--- src/rtl/riscv_pkg.sv ---
// Shared encodings for the load/store unit: data width, access sizes, FSM states
// and the address-alignment rules used by both the datapath and the trap logic.
package riscv_pkg;

   localparam int XLEN = 32;

   localparam logic [1:0] SIZE_BYTE     = 2'b00;
   localparam logic [1:0] SIZE_HALF     = 2'b01;
   localparam logic [1:0] SIZE_WORD     = 2'b10;
   localparam logic [1:0] SIZE_WORD_ALT = 2'b11;

   typedef enum logic [1:0] {
      IDLE = 2'b00,
      REQ  = 2'b01,
      WAIT = 2'b10,
      DONE = 2'b11
   } lsu_state_t;

   function automatic logic is_misaligned(input logic [1:0] size, input logic [1:0] lo);
      case (size)
         SIZE_BYTE: is_misaligned = 1'b0;
         SIZE_HALF: is_misaligned = lo[0];
         default:   is_misaligned = (lo != 2'b00);
      endcase
   endfunction

   // Drops the low address bits an access of this size cannot legally use.
   function automatic logic [1:0] clean_lo(input logic [1:0] size, input logic [1:0] lo);
      case (size)
         SIZE_BYTE: clean_lo = lo;
         SIZE_HALF: clean_lo = {lo[1], 1'b0};
         default:   clean_lo = 2'b00;
      endcase
   endfunction

endpackage

--- src/rtl/lsu_align.sv ---
// Combinational lane logic: store strobes and replicated write data from the live
// request, and extracted/extended load data from the latched request.
module lsu_align
   import riscv_pkg::*;
(
   input  logic [1:0]      st_size,
   input  logic [1:0]      st_lo,
   input  logic [XLEN-1:0] store_data,
   output logic [3:0]      wstrb,
   output logic [XLEN-1:0] wdata,
   input  logic [1:0]      ld_size,
   input  logic [1:0]      ld_lo,
   input  logic            ld_unsigned,
   input  logic [XLEN-1:0] rdata,
   output logic [XLEN-1:0] ld_data
);

   logic [7:0]  lanes [4];
   logic [7:0]  ld_byte;
   logic [15:0] ld_half;

   for (genvar gi = 0; gi < 4; gi++) begin : g_lane
      assign lanes[gi] = rdata[8*gi +: 8];
   end

   always_comb begin
      wstrb = 4'b1111;
      wdata = store_data;
      case (st_size)
         SIZE_BYTE: begin
            wstrb = 4'b0001 << st_lo;
            wdata = {4{store_data[7:0]}};
         end
         SIZE_HALF: begin
            wstrb = 4'b0011 << {st_lo[1], 1'b0};
            wdata = {2{store_data[15:0]}};
         end
         default: ;
      endcase
   end

   always_comb begin
      ld_byte = lanes[ld_lo];
      ld_half = ld_lo[1] ? rdata[31:16] : rdata[15:0];
      ld_data = rdata;
      case (ld_size)
         SIZE_BYTE: ld_data = ld_unsigned ? {24'b0, ld_byte} : {{24{ld_byte[7]}}, ld_byte};
         SIZE_HALF: ld_data = ld_unsigned ? {16'b0, ld_half} : {{16{ld_half[15]}}, ld_half};
         default: ;
      endcase
   end

endmodule

--- src/rtl/load_store_unit.sv ---
// Single-outstanding load/store unit bridging the core pipeline to a req/gnt/rvalid
// data bus. Define MISALIGN_TRAP_EN to trap misaligned accesses instead of truncating.
module load_store_unit
   import riscv_pkg::*;
(
   input  logic            clk,
   input  logic            rst_n,
   input  logic            op_valid,
   input  logic            op_load,
   input  logic [1:0]      op_size,
   input  logic            op_unsigned,
   input  logic [XLEN-1:0] addr,
   input  logic [XLEN-1:0] store_data,
   input  logic [4:0]      rd,
   output logic            stall,
   output logic            wb_valid,
   output logic [4:0]      wb_rd,
   output logic [XLEN-1:0] wb_data,
   output logic            mem_req,
   output logic            mem_we,
   output logic [XLEN-1:0] mem_addr,
   output logic [XLEN-1:0] mem_wdata,
   output logic [3:0]      mem_wstrb,
   input  logic            mem_gnt,
   input  logic            mem_rvalid,
   input  logic [XLEN-1:0] mem_rdata
`ifdef MISALIGN_TRAP_EN
   ,
   output logic            misalign
`endif
);

   lsu_state_t      state_reg;
   logic            op_load_reg;
   logic            op_unsigned_reg;
   logic [1:0]      op_size_reg;
   logic [1:0]      addr_lo_reg;
   logic [4:0]      rd_reg;
   logic            mem_req_reg;
   logic            mem_we_reg;
   logic [XLEN-1:0] mem_addr_reg;
   logic [XLEN-1:0] mem_wdata_reg;
   logic [3:0]      mem_wstrb_reg;
   logic            wb_valid_reg;
   logic [4:0]      wb_rd_reg;
   logic [XLEN-1:0] wb_data_reg;

   logic [1:0]      eff_lo;
   logic [3:0]      st_wstrb;
   logic [XLEN-1:0] st_wdata;
   logic [XLEN-1:0] ld_data;
   logic            trap;

   assign eff_lo = clean_lo(op_size, addr[1:0]);

`ifdef MISALIGN_TRAP_EN
   logic misalign_reg;
   assign trap     = is_misaligned(op_size, addr[1:0]);
   assign misalign = misalign_reg;
`else
   assign trap = 1'b0;
`endif

   lsu_align u_align (
      .st_size     (op_size),
      .st_lo       (eff_lo),
      .store_data  (store_data),
      .wstrb       (st_wstrb),
      .wdata       (st_wdata),
      .ld_size     (op_size_reg),
      .ld_lo       (addr_lo_reg),
      .ld_unsigned (op_unsigned_reg),
      .rdata       (mem_rdata),
      .ld_data     (ld_data)
   );

   // rst_n gates the IDLE term so stall reads 0 while reset is held.
   assign stall = (state_reg == IDLE && op_valid && rst_n) ||
                  (state_reg == REQ) || (state_reg == WAIT);

   assign mem_req   = mem_req_reg;
   assign mem_we    = mem_we_reg;
   assign mem_addr  = mem_addr_reg;
   assign mem_wdata = mem_wdata_reg;
   assign mem_wstrb = mem_wstrb_reg;
   assign wb_valid  = wb_valid_reg;
   assign wb_rd     = wb_rd_reg;
   assign wb_data   = wb_data_reg;

   always_ff @(posedge clk or negedge rst_n) begin
      if (!rst_n) begin
         state_reg       <= IDLE;
         op_load_reg     <= 1'b0;
         op_unsigned_reg <= 1'b0;
         op_size_reg     <= SIZE_BYTE;
         addr_lo_reg     <= 2'b00;
         rd_reg          <= 5'd0;
         mem_req_reg     <= 1'b0;
         mem_we_reg      <= 1'b0;
         mem_addr_reg    <= '0;
         mem_wdata_reg   <= '0;
         mem_wstrb_reg   <= 4'b0000;
         wb_valid_reg    <= 1'b0;
         wb_rd_reg       <= 5'd0;
         wb_data_reg     <= '0;
`ifdef MISALIGN_TRAP_EN
         misalign_reg    <= 1'b0;
`endif
      end else begin
         wb_valid_reg <= 1'b0;
`ifdef MISALIGN_TRAP_EN
         misalign_reg <= 1'b0;
`endif
         case (state_reg)
            IDLE: begin
               if (op_valid) begin
                  op_load_reg     <= op_load;
                  op_unsigned_reg <= op_unsigned;
                  op_size_reg     <= op_size;
                  addr_lo_reg     <= eff_lo;
                  rd_reg          <= rd;
                  mem_addr_reg    <= {addr[XLEN-1:2], 2'b00};
                  mem_wdata_reg   <= st_wdata;
                  mem_wstrb_reg   <= st_wstrb;
                  if (trap) begin
                     state_reg    <= DONE;
`ifdef MISALIGN_TRAP_EN
                     misalign_reg <= 1'b1;
`endif
                  end else begin
                     state_reg   <= REQ;
                     mem_req_reg <= 1'b1;
                     mem_we_reg  <= ~op_load;
                  end
               end
            end
            REQ: begin
               if (mem_gnt) begin
                  mem_req_reg <= 1'b0;
                  mem_we_reg  <= 1'b0;
                  state_reg   <= op_load_reg ? WAIT : DONE;
               end
            end
            WAIT: begin
               if (mem_rvalid) begin
                  state_reg    <= DONE;
                  wb_data_reg  <= ld_data;
                  wb_rd_reg    <= rd_reg;
                  wb_valid_reg <= (rd_reg != 5'd0);
               end
            end
            default: state_reg <= IDLE;
         endcase
      end
   end

endmodule

--- config.mk ---
export PLATFORM = sky130hd
export DESIGN_NAME = load_store_unit
export DESIGN_NICKNAME = d
export VERILOG_FILES = /design/src/rtl/riscv_pkg.sv /design/src/rtl/lsu_align.sv /design/src/rtl/load_store_unit.sv
export SDC_FILE = /design/constraint.sdc
export NUM_CORES = 1
export LEC_CHECK = 0
export BUFFER_PORTS_ARGS = -buffer_cell sky130_fd_sc_hd__buf_2
export CORE_MARGIN = 3
export CORE_UTILIZATION = 45
export CTS_BUF_LIST = sky130_fd_sc_hd__clkbuf_4 sky130_fd_sc_hd__clkbuf_8
export CTS_CLUSTER_SIZE = 8
export DETAILED_ROUTE_END_ITERATION = 12
export PLACE_DENSITY = 0.86
export SKIP_LAST_GASP = 1
export SYNTH_ARGS = -nofsm -noshare
export SYNTH_HDL_FRONTEND = slang
export SYNTH_SLANG_ARGS = --single-unit
--- constraint.sdc ---
create_clock -name clk -period 1.5 [get_ports clk]
set_input_delay 0 -clock clk [delete_from_list [all_inputs] [get_ports clk]]
set_output_delay 0 -clock clk [all_outputs]
set_load 0.005 [all_outputs]
Yosys cells after proc, flatten, opt, wreduce, memory -nomap -nowiden
Index checks and enable logic that the tools add are counted.
{"block": "word_totals", "register_bits": 119, "output_inout_bits": 109, "word_cells": 61}
{"block": "op_classes", "order_cmp": 1, "n_eq_ne": 7, "shifts": 2, "muxes": 22, "bitwise_logic": 2, "reduce_logical": 13}
{"op": "case mux 32 bit (2 select lines)", "n": 2}
{"op": "two-way mux 32 bit", "n": 2}
{"op": "binary-select mux 8 bit (select 2 bit)", "n": 1}
{"op": "two-way mux 16 bit", "n": 1}
{"op": "two-way mux 8 bit", "n": 2}
{"op": "case mux 4 bit (2 select lines)", "n": 1}
{"op": "== test 2 x 1 -> 1 bit, second input constant", "n": 3}
{"op": "zero test 2 bit", "n": 3}
{"op": "two-way mux 1 bit", "n": 6}
{"op": "two-way mux 2 bit", "n": 3}
{"op": "inequality test 2 bit, second input constant", "n": 3}
{"op": "case mux 2 bit (3 select lines)", "n": 1}
{"op": "AND reduction 3 bit", "n": 2}
{"op": "nonzero test 5 bit", "n": 1}
{"op": "case mux 1 bit (2 select lines)", "n": 2}
{"op": "case mux 2 bit (2 select lines)", "n": 1}
{"op": "AND reduction 2 bit", "n": 2}
{"op": "left shift 1 x 2 -> 4 bit, first input constant", "n": 1}
{"op": "left shift 2 x 2 -> 4 bit, first input constant", "n": 1}
{"op": "greater-or-equal comparator 3 bit, second input constant", "n": 1}
{"op": "inverter 2 -> 3 bit", "n": 1}
{"op": "== test 2 bit, second input constant", "n": 1}
{"op": "logical AND 1 bit", "n": 2}
{"op": "logical OR 1 bit", "n": 2}
{"op": "other kinds (2)", "n": 2}

Logic depth before layout (Yosys ltp)
Gate-level depths: netlist (run 1).
{"block": "depth", "ltp_word": 6, "depth_mapped": 8, "mapped_depth_nobuf": 6}

Hierarchy
From an unflattened synthesis (run 1), not the netlist that was laid out.
{"block": "unflattened", "cells_unflattened": 429, "area_unflattened_um2": 5875.6}
{"mod": "load_store_unit", "n_inst": 1, "cells_per_inst": 276, "area_each_um2": 4712.0, "seq_area_each_um2": 2977.9}
{"mod": "lsu_align", "n_inst": 1, "cells_per_inst": 153, "area_each_um2": 1163.6, "seq_area_each_um2": 0.0}

Least setup slack after synthesis (run 1)
Ideal clock, no wire load.
{"block": "synth_path", "kind": "register to register", "from": "reg state_reg[0]", "to": "reg mem_addr_reg[10] (netlist: mem_addr[10])", "setup_ns": 0.128, "arrival_ns": 1.421, "slack_ns": -0.048, "stages_incl_launch_ff": 6, "path_buffers": 1, "synth_period_minus_slack_ns": 1.548, "cell_sequence": "dfrtp_1 > inv_1 > ha_1 > nand2_1 > buf_2 > mux2_1"}
{"block": "synth_between", "elab_chain_cells": 2}
{"item": "from (decl)", "line": "load_store_unit.sv:33", "text": "lsu_state_t state_reg;"}
{"item": "from (signal assigned)", "line": "load_store_unit.sv:141", "text": "state_reg <= op_load_reg ? WAIT : DONE;"}
{"item": "zero test 2 bit", "line": "load_store_unit.sv:114", "text": "case (state_reg)"}
{"item": "AND reduction 2 bit (no source line)"}
{"item": "to (signal assigned)", "line": "load_store_unit.sv:122", "text": "mem_addr_reg <= {addr[XLEN-1:2], 2'b00};"}
{"item": "to (decl)", "line": "load_store_unit.sv:41", "text": "logic [XLEN-1:0] mem_addr_reg;"}
Every way passes these cells.
A chain may end at the register's enable or synchronous reset.

Worst setup path in the final report (run 1)
{"block": "layout_path", "from": "reg state_reg[0]", "to": "reg wb_data_reg[19] (netlist: wb_data[19])"}
{"block": "layout_between", "elab_chain_cells": 2}
{"item": "== test 2 bit", "line": "load_store_unit.sv:114"}
{"item": "AND reduction 2 bit (no source line)"}
{"item": "to (signal assigned)", "line": "load_store_unit.sv:147", "text": "wb_data_reg <= ld_data;"}
{"item": "to (decl)", "line": "load_store_unit.sv:46", "text": "logic [XLEN-1:0] wb_data_reg;"}
Every way passes these cells.

==> results of run 1 <==
placed cells by master (no fill, tap or decap), types with 7 or more instances in the layout:
cell                              n
sky130_fd_sc_hd__buf_2          214
sky130_fd_sc_hd__dlygate4sd3_1  118
sky130_fd_sc_hd__dfrtp_1        117
sky130_fd_sc_hd__nand2_1         58
sky130_fd_sc_hd__o21ai_1         56
sky130_fd_sc_hd__mux2_1          46
sky130_fd_sc_hd__buf_4           33
sky130_fd_sc_hd__nor2_1          31
sky130_fd_sc_hd__a21oi_1         26
sky130_fd_sc_hd__mux2i_1         25
sky130_fd_sc_hd__o211ai_1        23
sky130_fd_sc_hd__clkbuf_8        19
sky130_fd_sc_hd__inv_1           14
sky130_fd_sc_hd__nand2b_2         8
sky130_fd_sc_hd__a21oi_2          8
sky130_fd_sc_hd__buf_6            8
sky130_fd_sc_hd__or3_1            7
layout make-up:
class / count / area, µm²
fillers: 681 / 2980
flip-flops and latches: 119 / 2980
well taps: 168 / 210.2
clock inverters: 11 / 147.6
clock buffers: 21 / 276.5
multi-input cells: 348 / 2571
inverters: 18 / 70.07
repair buffers: 384 / 2825
metal layers:
metal  vias to the layer above  track usage  part of all wire
met5                         -            0                 0
met4                         0       0.1415             0.061
met3                       131      0.09306              0.10
met2                       480       0.5340              0.49
met1                      2944       0.3325              0.34
li1                       2575            -                 -
timing repair:
action,in CTS,in global routing
setup endpoints to repair,72,84
endpoints found under the hold margin,229,0
gates cloned,0,6
setup buffers,3,7
hold buffers,118,0
gates resized for setup,13,44
pin swaps,2,15
final timing paths:
check                                         start                    endpoint  slack (ns)  cells past startpoint
hold reg to reg             op_load_reg$_DFFE_PN0N_     op_load_reg$_DFFE_PN0N_        0.48                      1
max in group asynchronous                     rst_n  addr_lo_reg[1]$_DFFE_PN0N_        0.74                      3
min in group asynchronous                     rst_n       rd_reg[2]$_DFFE_PN0N_        0.26                      3
hold / removal                           op_size[1]    mem_wstrb[3]$_DFFE_PN0N_        0.09                      3
setup reg to reg           state_reg[0]$_DFFE_PN0P_     wb_data[19]$_DFFE_PN0P_       -0.19                      8
setup / recovery           state_reg[0]$_DFFE_PN0P_     wb_data[19]$_DFFE_PN0P_       -0.19                      8
power by group through the flow:
stage,combinational [µW],sequential [µW],clock [µW]
2_1_floorplan,3240,5820,0
6_report,7850,6070,3190
4_1_cts,6610,5820,3180
5_1_grt,8370,6200,3360
3_3_place_gp,5990,5750,0
3_5_place_dp,6210,5830,0
cells by family after synthesis:
kind of cell / share of synthesized area
AOI/OAI and AO/OA: 0.1685
DFF: 0.5339
and+or+nand+nor: 0.09466
muxes: 0.1454
buffers and inverters: 0.04800
adders and majority gates: 0.008973
other: 0.0006723
critical path, stage by stage (launching register included):
cell,delay (ns)
sky130_fd_sc_hd__dfrtp_1,0.42
sky130_fd_sc_hd__inv_2,0.12
sky130_fd_sc_hd__ha_4,0.15
sky130_fd_sc_hd__buf_6,0.11
sky130_fd_sc_hd__nand2_8,0.07
sky130_fd_sc_hd__nor3_4,0.26
sky130_fd_sc_hd__buf_12,0.20
sky130_fd_sc_hd__a21oi_2,0.05
sky130_fd_sc_hd__o21ai_1,0.23
through the flow:
step                        util  cells  total power, µW  cell area (µm²)
final                     0.7529   1069            17110             9081
after global routing      0.7529   1069            17940             9081
after CTS                 0.7217   1057            15610             8705
after detailed placement  0.5829    904            12040             7030
after global placement    0.5829    904            11740             7030
after floorplan                -    522             9064             5588
==> Flow_metrics.wiki, run 1 <==
{| class="wikitable"
! Metric !! Value
|-
| DIE AREA || 13,770 µm²
|-
| Maximum clock skew at final layout || 0.01374 ns
|-
| Remaining antenna violation count after routing || 0
|-
| Number of instances in the synthesized netlist || 521
|-
| Post-detailed-placement half-perimeter wirelength || 11,850 µm
|-
| Sinks on the clock net || 119
|-
| First drt pass iteration count || 5
|-
| Critical path data required time || 1.85 ns
|-
| Sw Share || 0.3916
|-
| Critical Path End Type || flop
|-
| Worst hold slack across all endpoints || 0.08935 ns
|-
| Sum Neg Setup Slack || -4.192 ns
|-
| Netlist Area Pre-Place || 5578 µm²
|-
| Worst Hold Class || input pin to flop
|-
| Internal power || 10,410 µW
|-
| Avg Vias per Cell || 5.734
|-
| Clock latency on the worst-skew pair || 0.45 ns
|-
| Setup repair after global routing missed its margin || yes
|-
| Worst slew margin relative to its limit || 0.5739
|-
| Synth area leaders || sky130_fd_sc_hd__dfrtp_1 (53%), sky130_fd_sc_hd__mux2_1 (9.3%), sky130_fd_sc_hd__o21ai_1 (5.2%), sky130_fd_sc_hd__mux2i_1 (4.8%), sky130_fd_sc_hd__nand2_1 (4.0%)
|-
| Width of the die || 117.3 µm
|-
| Synth top cells by count || sky130_fd_sc_hd__dfrtp_1 (119), sky130_fd_sc_hd__nand2_1 (59), sky130_fd_sc_hd__o21ai_1 (58), sky130_fd_sc_hd__mux2_1 (46), sky130_fd_sc_hd__a21oi_1 (38)
|-
| Final worst slack || -0.1880 ns
|-
| Most common cell in the synthesized netlist || sky130_fd_sc_hd__dfrtp_1
|-
| Net switching power figure || 6700 µW
|-
| Max FO, Critical Path || 8
|-
| Sequential element share of the synthesized area || 0.5339
|-
| Max Root-Sink Buffers || 2
|-
| Warnings, synthesis || 0
|-
| Clock Power Share || 0.187
|-
| Worst ir drop on vdd || 0.9339 mV
|-
| Fraction of layout instances using a drive strength above 1 || 0.3929
|-
| H-tree depth reported by CTS || 4
|-
| Primary flip-flop cell chosen by synthesis mapping || sky130_fd_sc_hd__dfrtp_1
|-
| Antenna Cells || 0
|-
| # Max-Cap Violations || 0
|-
| Pre-CTS setup slack || -0.1169 ns
|-
| Initial cell density of the core || 0.4624
|-
| Number of synthesized register bits || 119
|-
| Port buffer count || 216
|-
| Maximum frequency from static timing analysis || 592.4 MHz
|-
| Measured slew at the worst slew-check pin || 0.6392 ns
|-
| Detailed Route WL || 22,810 µm
|-
| Number of placement rows || 40
|-
| Violated checks || setup timing
|-
| Clock Root Buffer || sky130_fd_sc_hd__clkbuf_8
|-
| Number of vias after detailed routing || 6,130
|-
| Number of clock buffers inserted by TritonCTS || 17
|-
| Number of top-level pins || 219
|-
| GRT Util Overall || 0.3024
|-
| Area growth, synth to finish || 62.81%
|-
| Number of global-route vias before repair || 6,330
|-
| Maximum number of pins on one net before global-route repair || 120
|-
| Share of the synthesized area in the top cell type || 0.5339
|-
| Number of violations reported at the end of detailed-routing iteration 0 || 714
|-
| Post-synthesis cell type count || 44
|-
| Part of the total power dissipated in combinational logic || 0.459
|-
| Initial antenna violation count || 0
|-
| TritonCTS clock tree || built
|-
| CTS clk-pin slew, worst paths || 0.08 ns
|-
| Final count of negative-setup-slack endpoints || 79
|-
| Weighted congestion at the end of routability-driven global placement || 0.8121
|-
| Total power density per cell area || 1884 nW/µm²
|-
| EDFF count, synth || 0
|-
| Arrival time worst endpoint || 2.04 ns
|-
| WL per Instance || 21.34 µm
|-
| Leakage power total || 0.004329 µW
|-
| Shortest period the worst path allows || 1.688 ns
|-
| Final hold viol count || 0
|-
| Pins over their slew limit || 0
|-
| Y dimension of the die || 117.3 µm
|-
| DRC || 0
|-
| Final global-route overflow total || 0
|-
| Wire length of the first global-routing pass || 32,970 µm
|-
| Syn_area_per_cell || 10.71 µm²
|-
| Outcome || finished, violations left
|-
| Final net count || 1,002
|-
| Area of the core || 12,060 µm²
|-
| Critical path startpoint category || flop
|-
| Largest area contributor in the synthesized netlist || sky130_fd_sc_hd__dfrtp_1
|-
| Critical setup path kind || flop to flop
|-
| Proportion of synthesized flip-flops having asynchronous set or reset || 1.000
|-
| Period utilisation layout || 1.125
|-
| Portion of total power attributed to sequential cells || 0.355
|}
No activity file was read; power rests on OpenSTA's default activity.
==> inputs of run 2 (changes only) <==
--- a/config.mk
+++ b/config.mk
@@ -5,13 +5,13 @@
 export SDC_FILE = /design/constraint.sdc
 export NUM_CORES = 1
 export LEC_CHECK = 0
-export BUFFER_PORTS_ARGS = -buffer_cell sky130_fd_sc_hd__buf_2
 export CORE_MARGIN = 3
 export CORE_UTILIZATION = 45
 export CTS_BUF_LIST = sky130_fd_sc_hd__clkbuf_4 sky130_fd_sc_hd__clkbuf_8
 export CTS_CLUSTER_SIZE = 8
 export DETAILED_ROUTE_END_ITERATION = 12
-export PLACE_DENSITY = 0.86
+export DONT_BUFFER_PORTS = 1
+export PLACE_DENSITY = 0.7
 export SKIP_LAST_GASP = 1
 export SYNTH_ARGS = -nofsm -noshare
 export SYNTH_HDL_FRONTEND = slang
==> run 2 against run 1 <==
The run ends with hold timing, setup timing left. Largest power group is now registers. Clock-buffer cell count decreased by 4. Power is 16% lower. Routed wire length fell by 29%. Cell area shrank 16%. Clock skew is 0.0014 ns lower. Hold slack lost 0.84 ns. Final cell count decreased by 23%.
==> Flow_metrics.wiki, run 2 (same netlist as run 1, synthesis figures left out) <==
{| class="wikitable"
! Metric !! Value
|-
| Buffer and inverter count on the worst path || 2 (-1)
|-
| Shortest period the worst path allows || 1.527 ns (-0.1611 ns)
|-
| Area of the core || 12,060 µm² (unchanged)
|-
| Final count of negative-setup-slack endpoints || 8 (-90%)
|-
| Antenna Cells || 0 (unchanged)
|-
| Number of global-route vias before repair || 4,749 (-25%)
|-
| # Max-Cap Violations || 0 (unchanged)
|-
| Arrival time worst endpoint || 1.53 ns (-0.51 ns)
|-
| Measured slew at the worst slew-check pin || 0.6780 ns (+0.03885 ns)
|-
| Outcome || finished, violations left
|-
| Leakage power total || 0.003282 µW (-24%)
|-
| Critical path data required time || 1.50 ns (-0.35 ns)
|-
| First drt pass iteration count || 5 (unchanged)
|-
| Clock latency on the worst-skew pair || 0.43 ns (-0.02 ns)
|-
| Total power density per cell area || 1895 nW/µm² (+0.61%)
|-
| Setup repair after global routing missed its margin || yes
|-
| Port buffer count || 0 (-100%)
|-
| Maximum number of pins on one net before global-route repair || 121 (+0.83%)
|-
| Number of violations reported at the end of detailed-routing iteration 0 || 417 (-42%)
|-
| Critical setup path kind || flop to primary output
|-
| Worst hold slack across all endpoints || -0.7476 ns (-0.8370 ns)
|-
| Maximum clock skew at final layout || 0.01236 ns (-0.001380 ns)
|-
| Number of clock buffers inserted by TritonCTS || 17 (unchanged)
|-
| TritonCTS clock tree || built
|-
| Area growth, synth to finish || 36.16%
|-
| Number of placement rows || 40 (unchanged)
|-
| H-tree depth reported by CTS || 4 (unchanged)
|-
| Final global-route overflow total || 0 (unchanged)
|-
| Remaining antenna violation count after routing || 0 (unchanged)
|-
| Y dimension of the die || 117.3 µm (unchanged)
|-
| Critical path startpoint category || flop
|-
| DRC || 0 (unchanged)
|-
| Count of hold buffers inserted by post-cts repair || 109 (-7.6%)
|-
| Most frequent cells in the layout || sky130_fd_sc_hd__dfrtp_1 (118), sky130_fd_sc_hd__dlygate4sd3_1 (108), sky130_fd_sc_hd__nand2_1 (58), sky130_fd_sc_hd__o21ai_1 (58), sky130_fd_sc_hd__mux2_1 (46)
|-
| Initial antenna violation count || 0 (unchanged)
|-
| Worst Hold Class || input pin to asynchronous set/reset pin
|-
| Wire length of the first global-routing pass || 25,500 µm (-23%)
|-
| GRT Util Overall || 0.2295 (-0.07285)
|-
| Max FO, Critical Path || 3 (-5)
|-
| Pins over their slew limit || 0 (unchanged)
|-
| Critical Path End Type || primary output
|-
| Clock Root Buffer || sky130_fd_sc_hd__clkbuf_8
|-
| Slowest library cell on the worst path || sky130_fd_sc_hd__dfrtp_1
|-
| Worst ir drop on vdd || 0.8521 mV (-8.8%)
|-
| Sinks on the clock net || 119 (unchanged)
|-
| Post-detailed-placement half-perimeter wirelength || 10,340 µm (-13%)
|-
| Maximum frequency from static timing analysis || 654.9 MHz (+11%)
|-
| Post-route total power || 14,400 µW (-16%)
|-
| Detailed Route WL || 16,160 µm (-29%)
|-
| Max Root-Sink Buffers || 2 (unchanged)
|-
| Final worst slack || -0.02689 ns (+0.1611 ns)
|-
| Most frequent standard cell in the layout excluding fill and tap cells || sky130_fd_sc_hd__dfrtp_1
|-
| Cell-by-cell listing of the critical path || inv_2 > ha_2 > buf_4 > a311o_1
|-
| Crit-path max cell delay || 0.39 ns (-0.03 ns)
|-
| Initial cell density of the core || 0.4624 (unchanged)
|-
| Width of the die || 117.3 µm (unchanged)
|-
| Weighted congestion at the end of routability-driven global placement || 0.8690 (+7.0%)
|-
| Fraction of layout instances using a drive strength above 1 || 0.1689 (-0.2239)
|-
| Number of top-level pins || 219 (unchanged)
|-
| Final hold viol count || 119 (+119)
|-
| Fillers || 909 (+33%)
|-
| Final net count || 758 (-24%)
|-
| DIE AREA || 13,770 µm² (unchanged)
|-
| Number of vias after detailed routing || 4,606 (-25%)
|-
| CP delay by family, top || flip-flops
|-
| Violated checks || hold timing, setup timing
|-
| CTS clk-pin slew, worst paths || 0.09 ns (about the same)
|-
| Period utilisation layout || 1.018 (-0.1074)
|-
| Worst slew margin relative to its limit || 0.5465 (-0.02739)
|-
| WL per Instance || 19.59 µm (-8.2%)
|-
| Avg Vias per Cell || 5.583 (-2.6%)
|}
==> run 2: final timing paths <==
kind / start / end / slack, ns / cells after the start
min in group clk: mem_rdata[25] / wb_data[9]$_DFFE_PN0P_ / 0.02 / 4
worst max-delay path: state_reg[1]$_DFFE_PN0P_ / stall / -0.03 / 4
worst min register to register: op_load_reg$_DFFE_PN0N_ / op_load_reg$_DFFE_PN0N_ / 0.49 / 1
worst min-delay path: rst_n / wb_data[1]$_DFFE_PN0P_ / -0.75 / 0
worst max register to register: state_reg[0]$_DFFE_PN0P_ / mem_addr[23]$_DFFE_PN0N_ / -0.01 / 5
max in group asynchronous: rst_n / mem_wdata[1]$_DFFE_PN0N_ / 2.09 / 0
==> run 2: worst reg2reg max path: stages (launching register included) <==
cell	delay, ns
sky130_fd_sc_hd__dfrtp_1	0.39
sky130_fd_sc_hd__inv_2	0.05
sky130_fd_sc_hd__ha_2	0.22
sky130_fd_sc_hd__nand2_4	0.10
sky130_fd_sc_hd__buf_12	0.23
sky130_fd_sc_hd__mux2_1	0.39
==> run 2: layout make-up <==
| cell class | count | area, µm² | area share |
|---|---|---|---|
| tap | 168 | 210.2 | 0.02768 |
| timing repair buffer | 141 | 1474 | 0.1941 |
| clock inverter | 15 | 181.4 | 0.02389 |
| inverter | 18 | 70.07 | 0.009226 |
| clock buffer | 17 | 234.0 | 0.03081 |
| sequential | 119 | 2979 | 0.3923 |
| multi-input combinational | 347 | 2446 | 0.3221 |
==> run 2: power breakdown <==
| part | internal, µW | switching (µW) |
|---|---|---|
| registers | 4810 | 1480 |
| clock network | 1550 | 1530 |
| logic | 2510 | 2510 |
| total | 8870 | 5520 |
==> run 2: layer usage <==
layer	share of wire	global-route usage	wire (µm)
met1	0.36	0.2593	5878
met2	0.53	0.4014	8505
met3	0.090	0.08245	1451
met4	0.020	0.08138	326
met5	0	0	0
==> run 2: metrics by stage <==
step	setup TNS [ns]	instances	setup slack [ns]	instance area, µm²	util
6_report	-0.07701	825	-0.02689	7595	0.6297
5_1_grt	-3.088	825	-0.09479	7595	0.6297
4_1_cts	-0.05486	820	-0.04792	7447	0.6174
3_5_place_dp	-2.294	679	-0.09728	5904	0.4895
3_3_place_gp	-0.08808	679	-0.02635	5904	0.4895
2_1_floorplan	-2.201	522	-0.04809	5588	-
==> run 2: repair_timing <==
item	CTS	global route
endpoints found under the hold margin	232	119
pin swaps	1	6
buffers inserted	0	4
resized for setup	11	22
setup endpoints to repair	58	80
cloned	0	1
==> inputs of run 3 (changes only) <==
--- a/config.mk
+++ b/config.mk
@@ -8,9 +8,11 @@
 export CORE_MARGIN = 3
 export CORE_UTILIZATION = 45
 export CTS_BUF_LIST = sky130_fd_sc_hd__clkbuf_4 sky130_fd_sc_hd__clkbuf_8
+export CTS_CLUSTER_DIAMETER = 150
 export CTS_CLUSTER_SIZE = 8
 export DETAILED_ROUTE_END_ITERATION = 12
 export DONT_BUFFER_PORTS = 1
+export HOLD_SLACK_MARGIN = 0.08
 export PLACE_DENSITY = 0.7
 export SKIP_LAST_GASP = 1
 export SYNTH_ARGS = -nofsm -noshare
==> run 3 against run 2 <==
The flow still finishes with violations (hold timing, setup timing). Clock-buffer cell count unchanged. Routed wire length down 0.46%. Register-to-register slack about the same. Non-clock buffer count unchanged. Global-route usage down 0.083 points. Sequential cell count unchanged. Worst setup slack better by 0.0022 ns. Clock skew about the same. First-iteration DRC count up 2.4%. Core utilization up 0.052 points.
==> Flow_metrics.wiki, run 3 (same netlist as run 1, synthesis figures left out) <==
{| class="wikitable"
! Metric !! Value
|-
| Crit-path max cell delay || 0.39 ns (about the same)
|-
| Clock Power Share || 0.214 (about the same)
|-
| Initial antenna violation count || 0 (unchanged)
|-
| Worst hold slack across all endpoints || -0.7468 ns (+0.0007880 ns)
|-
| Y dimension of the die || 117.3 µm (unchanged)
|-
| Avg Vias per Cell || 5.571 (-0.22%)
|-
| Final hold viol count || 119 (unchanged)
|-
| Worst Hold Class || input pin to asynchronous set/reset pin
|-
| Weighted congestion at the end of routability-driven global placement || 0.8690 (unchanged)
|-
| Clock latency on the worst-skew pair || 0.43 ns (about the same)
|-
| Crit Reg-Reg Startpoint || state_reg[0]$_DFFE_PN0P_
|-
| WL per Instance || 19.50 µm (-0.46%)
|-
| Slowest library cell on the worst path || sky130_fd_sc_hd__dfrtp_1
|-
| Number of violations reported at the end of detailed-routing iteration 0 || 427 (+2.4%)
|-
| Post-Place Cells || 679 (unchanged)
|-
| DRC || 0 (unchanged)
|-
| Period utilisation layout || 1.016 (-0.001494)
|-
| Port buffer count || 0 (unchanged)
|-
| GRT Util Overall || 0.2287 (-0.0008305)
|-
| Cell-by-cell listing of the critical path || inv_2 > ha_2 > buf_4 > a311o_1
|-
| Start point of the critical path || state_reg[1]$_DFFE_PN0P_
|-
| Remaining antenna violation count after routing || 0 (unchanged)
|-
| Fillers || 908 (-0.11%)
|-
| Detailed Route WL || 16,090 µm (-0.46%)
|-
| Number of vias after detailed routing || 4,596 (-0.22%)
|-
| Sinks on the clock net || 119 (unchanged)
|-
| Number of top-level pins || 219 (unchanged)
|-
| Leakage power total || 0.003285 µW (about the same)
|-
| Portion of total power attributed to sequential cells || 0.437 (about the same)
|-
| Antenna Cells || 0 (unchanged)
|-
| Number of global-route vias before repair || 4,747 (-0.042%)
|-
| Crit path to || stall
|-
| Final count of negative-setup-slack endpoints || 9 (+1)
|-
| Critical setup path kind || flop to primary output
|-
| Final worst slack || -0.02465 ns (+0.002241 ns)
|-
| End of the worst register-to-register path || mem_addr[23]$_DFFE_PN0N_
|-
| CTS clk-pin slew, worst paths || 0.09 ns (about the same)
|-
| H-tree depth reported by CTS || 4 (unchanged)
|-
| Arrival time worst endpoint || 1.52 ns (about the same)
|-
| Sw Share || 0.3841 (+0.0005351)
|-
| DIE AREA || 13,770 µm² (unchanged)
|-
| Post-detailed-placement half-perimeter wirelength || 10,340 µm (unchanged)
|-
| Cell area reported after detailed placement || 5904 µm² (unchanged)
|-
| Violated checks || hold timing, setup timing
|-
| Fin area || 7601 µm² (about the same)
|-
| # Max-Cap Violations || 0 (unchanged)
|-
| Number of placement rows || 40 (unchanged)
|-
| Measured slew at the worst slew-check pin || 0.7153 ns (+0.03725 ns)
|-
| Maximum number of pins on one net before global-route repair || 121 (unchanged)
|-
| Fraction of layout instances using a drive strength above 1 || 0.1705 (+0.001522)
|-
| Area growth, synth to finish || 36.27% (about the same)
|-
| Net switching power figure || 5535 µW (+0.25%)
|-
| Setup repair after global routing missed its margin || yes
|-
| Critical path data required time || 1.50 ns (about the same)
|-
| Max FO, Critical Path || 3 (unchanged)
|-
| Worst slew margin relative to its limit || 0.5216 (-0.02492)
|-
| Number of clock buffers inserted by TritonCTS || 17 (unchanged)
|-
| First drt pass iteration count || 6 (+1)
|-
| Worst R2R Path Depth || 5 (unchanged)
|-
| Wire length of the first global-routing pass || 25,410 µm (-0.35%)
|-
| Internal power || 8876 µW (about the same)
|-
| Maximum clock skew at final layout || 0.01224 ns (-0.0001235 ns)
|-
| Final standard cell count with taps included and fillers excluded || 825 (unchanged)
|-
| Final net count || 758 (unchanged)
|-
| Area of the core || 12,060 µm² (unchanged)
|-
| Clock Root Buffer || sky130_fd_sc_hd__clkbuf_8
|-
| Critical Path End Type || primary output
|-
| Total power density per cell area || 1896 nW/µm² (about the same)
|-
| Outcome || finished, violations left
|-
| Setup slack of the worst register-to-register path || -0.01 ns (about the same)
|-
| Part of the total power dissipated in combinational logic || 0.348 (about the same)
|-
| Worst ir drop on vdd || 0.8523 mV (about the same)
|-
| Max Root-Sink Buffers || 2 (unchanged)
|-
| Shortest period the worst path allows || 1.525 ns (-0.002241 ns)
|-
| Pins over their slew limit || 0 (unchanged)
|-
| TritonCTS clock tree || built
|-
| Maximum frequency from static timing analysis || 655.9 MHz (+0.15%)
|-
| Width of the die || 117.3 µm (unchanged)
|-
| Critical path startpoint category || flop
|-
| Most frequent standard cell in the layout excluding fill and tap cells || sky130_fd_sc_hd__dfrtp_1
|-
| Most frequent cells in the layout || sky130_fd_sc_hd__dfrtp_1 (118), sky130_fd_sc_hd__dlygate4sd3_1 (108), sky130_fd_sc_hd__nand2_1 (58), sky130_fd_sc_hd__o21ai_1 (58), sky130_fd_sc_hd__mux2_1 (46)
|-
| Final global-route overflow total || 0 (unchanged)
|-
| Count of hold buffers inserted by post-cts repair || 109 (unchanged)
|-
| Initial cell density of the core || 0.4624 (unchanged)
|}
[run 3: per-stage QoR]
stage | utilization | worst slack [ns] | hold WS [ns] | setup TNS, ns | total power (µW)
5_1_grt | 0.6302 | -0.09479 | -0.7865 | -3.085 | 15320
3_3_place_gp | 0.4895 | -0.02635 | -0.2926 | -0.08808 | 10280
6_report | 0.6302 | -0.02465 | -0.7468 | -0.06671 | 14410
4_1_cts | 0.6174 | -0.04792 | -0.7753 | -0.05486 | 14000
2_1_floorplan | - | -0.04809 | -0.2956 | -2.201 | 9064
3_5_place_dp | 0.4895 | -0.09728 | -0.2927 | -2.294 | 10570
[run 3: power groups by stage]
stage          clock [µW]  combinational (µW)  sequential, µW
3_3_place_gp            0                4020            6260
6_report             3090                5020            6300
3_5_place_dp            0                4270            6300
4_1_cts              3140                4590            6270
2_1_floorplan           0                3240            5820
5_1_grt              3310                5520            6490
[run 3: timing repair]
action,4_1_cts,5_1_grt
gates cloned,0,1
pin swaps,1,6
setup endpoints to repair,58,80
setup buffers,0,4
endpoints found under the hold margin,237,119
resized for setup,11,23
[run 3: worst min-delay path by stage]
stage | endpoint | slack, ns | from | cells after the start
5_1_grt | wb_valid$_DFF_PN0_ | -0.79 | rst_n | 0
3_3_place_gp | wb_rd[4]$_DFFE_PN0P_ | -0.29 | rst_n | 0
2_1_floorplan | addr_lo_reg[0]$_DFFE_PN0N_ | -0.30 | rst_n | 0
4_1_cts | wb_data[1]$_DFFE_PN0P_ | -0.78 | rst_n | 0
3_5_place_dp | wb_valid$_DFF_PN0_ | -0.29 | rst_n | 0
6_report | wb_data[1]$_DFFE_PN0P_ | -0.75 | rst_n | 0
[run 3: area by class of cell]
cell class | count | area, µm² | share of cell area
timing repair buffer | 141 | 1474 | 0.1939
sequential | 119 | 2979 | 0.3919
tap | 168 | 210.2 | 0.02765
inverter | 18 | 70.07 | 0.009218
clock buffer | 17 | 234.0 | 0.03078
multi-input combinational | 347 | 2452 | 0.3226
clock inverter | 15 | 181.4 | 0.02387
[run 3: per-layer routing]
| layer | part of all wire | routed length [µm] | vias to the layer above | track usage |
|---|---|---|---|---|
| li1 | - | - | 2093 | - |
| met1 | 0.37 | 5890 | 2241 | 0.2574 |
| met2 | 0.53 | 8522 | 234 | 0.3999 |
| met3 | 0.085 | 1360 | 28 | 0.08341 |
| met4 | 0.019 | 312 | 0 | 0.08138 |
| met5 | 0 | 0 | - | 0 |
[run 3: critical path, delay by kind of cell, from the launching register on]
| family | cells | cell delay, ns |
|---|---|---|
| fa+ha+maj | 1 | 0.18 |
| flops | 1 | 0.39 |
| buf+inv | 2 | 0.20 |
| compound gates | 1 | 0.33 |
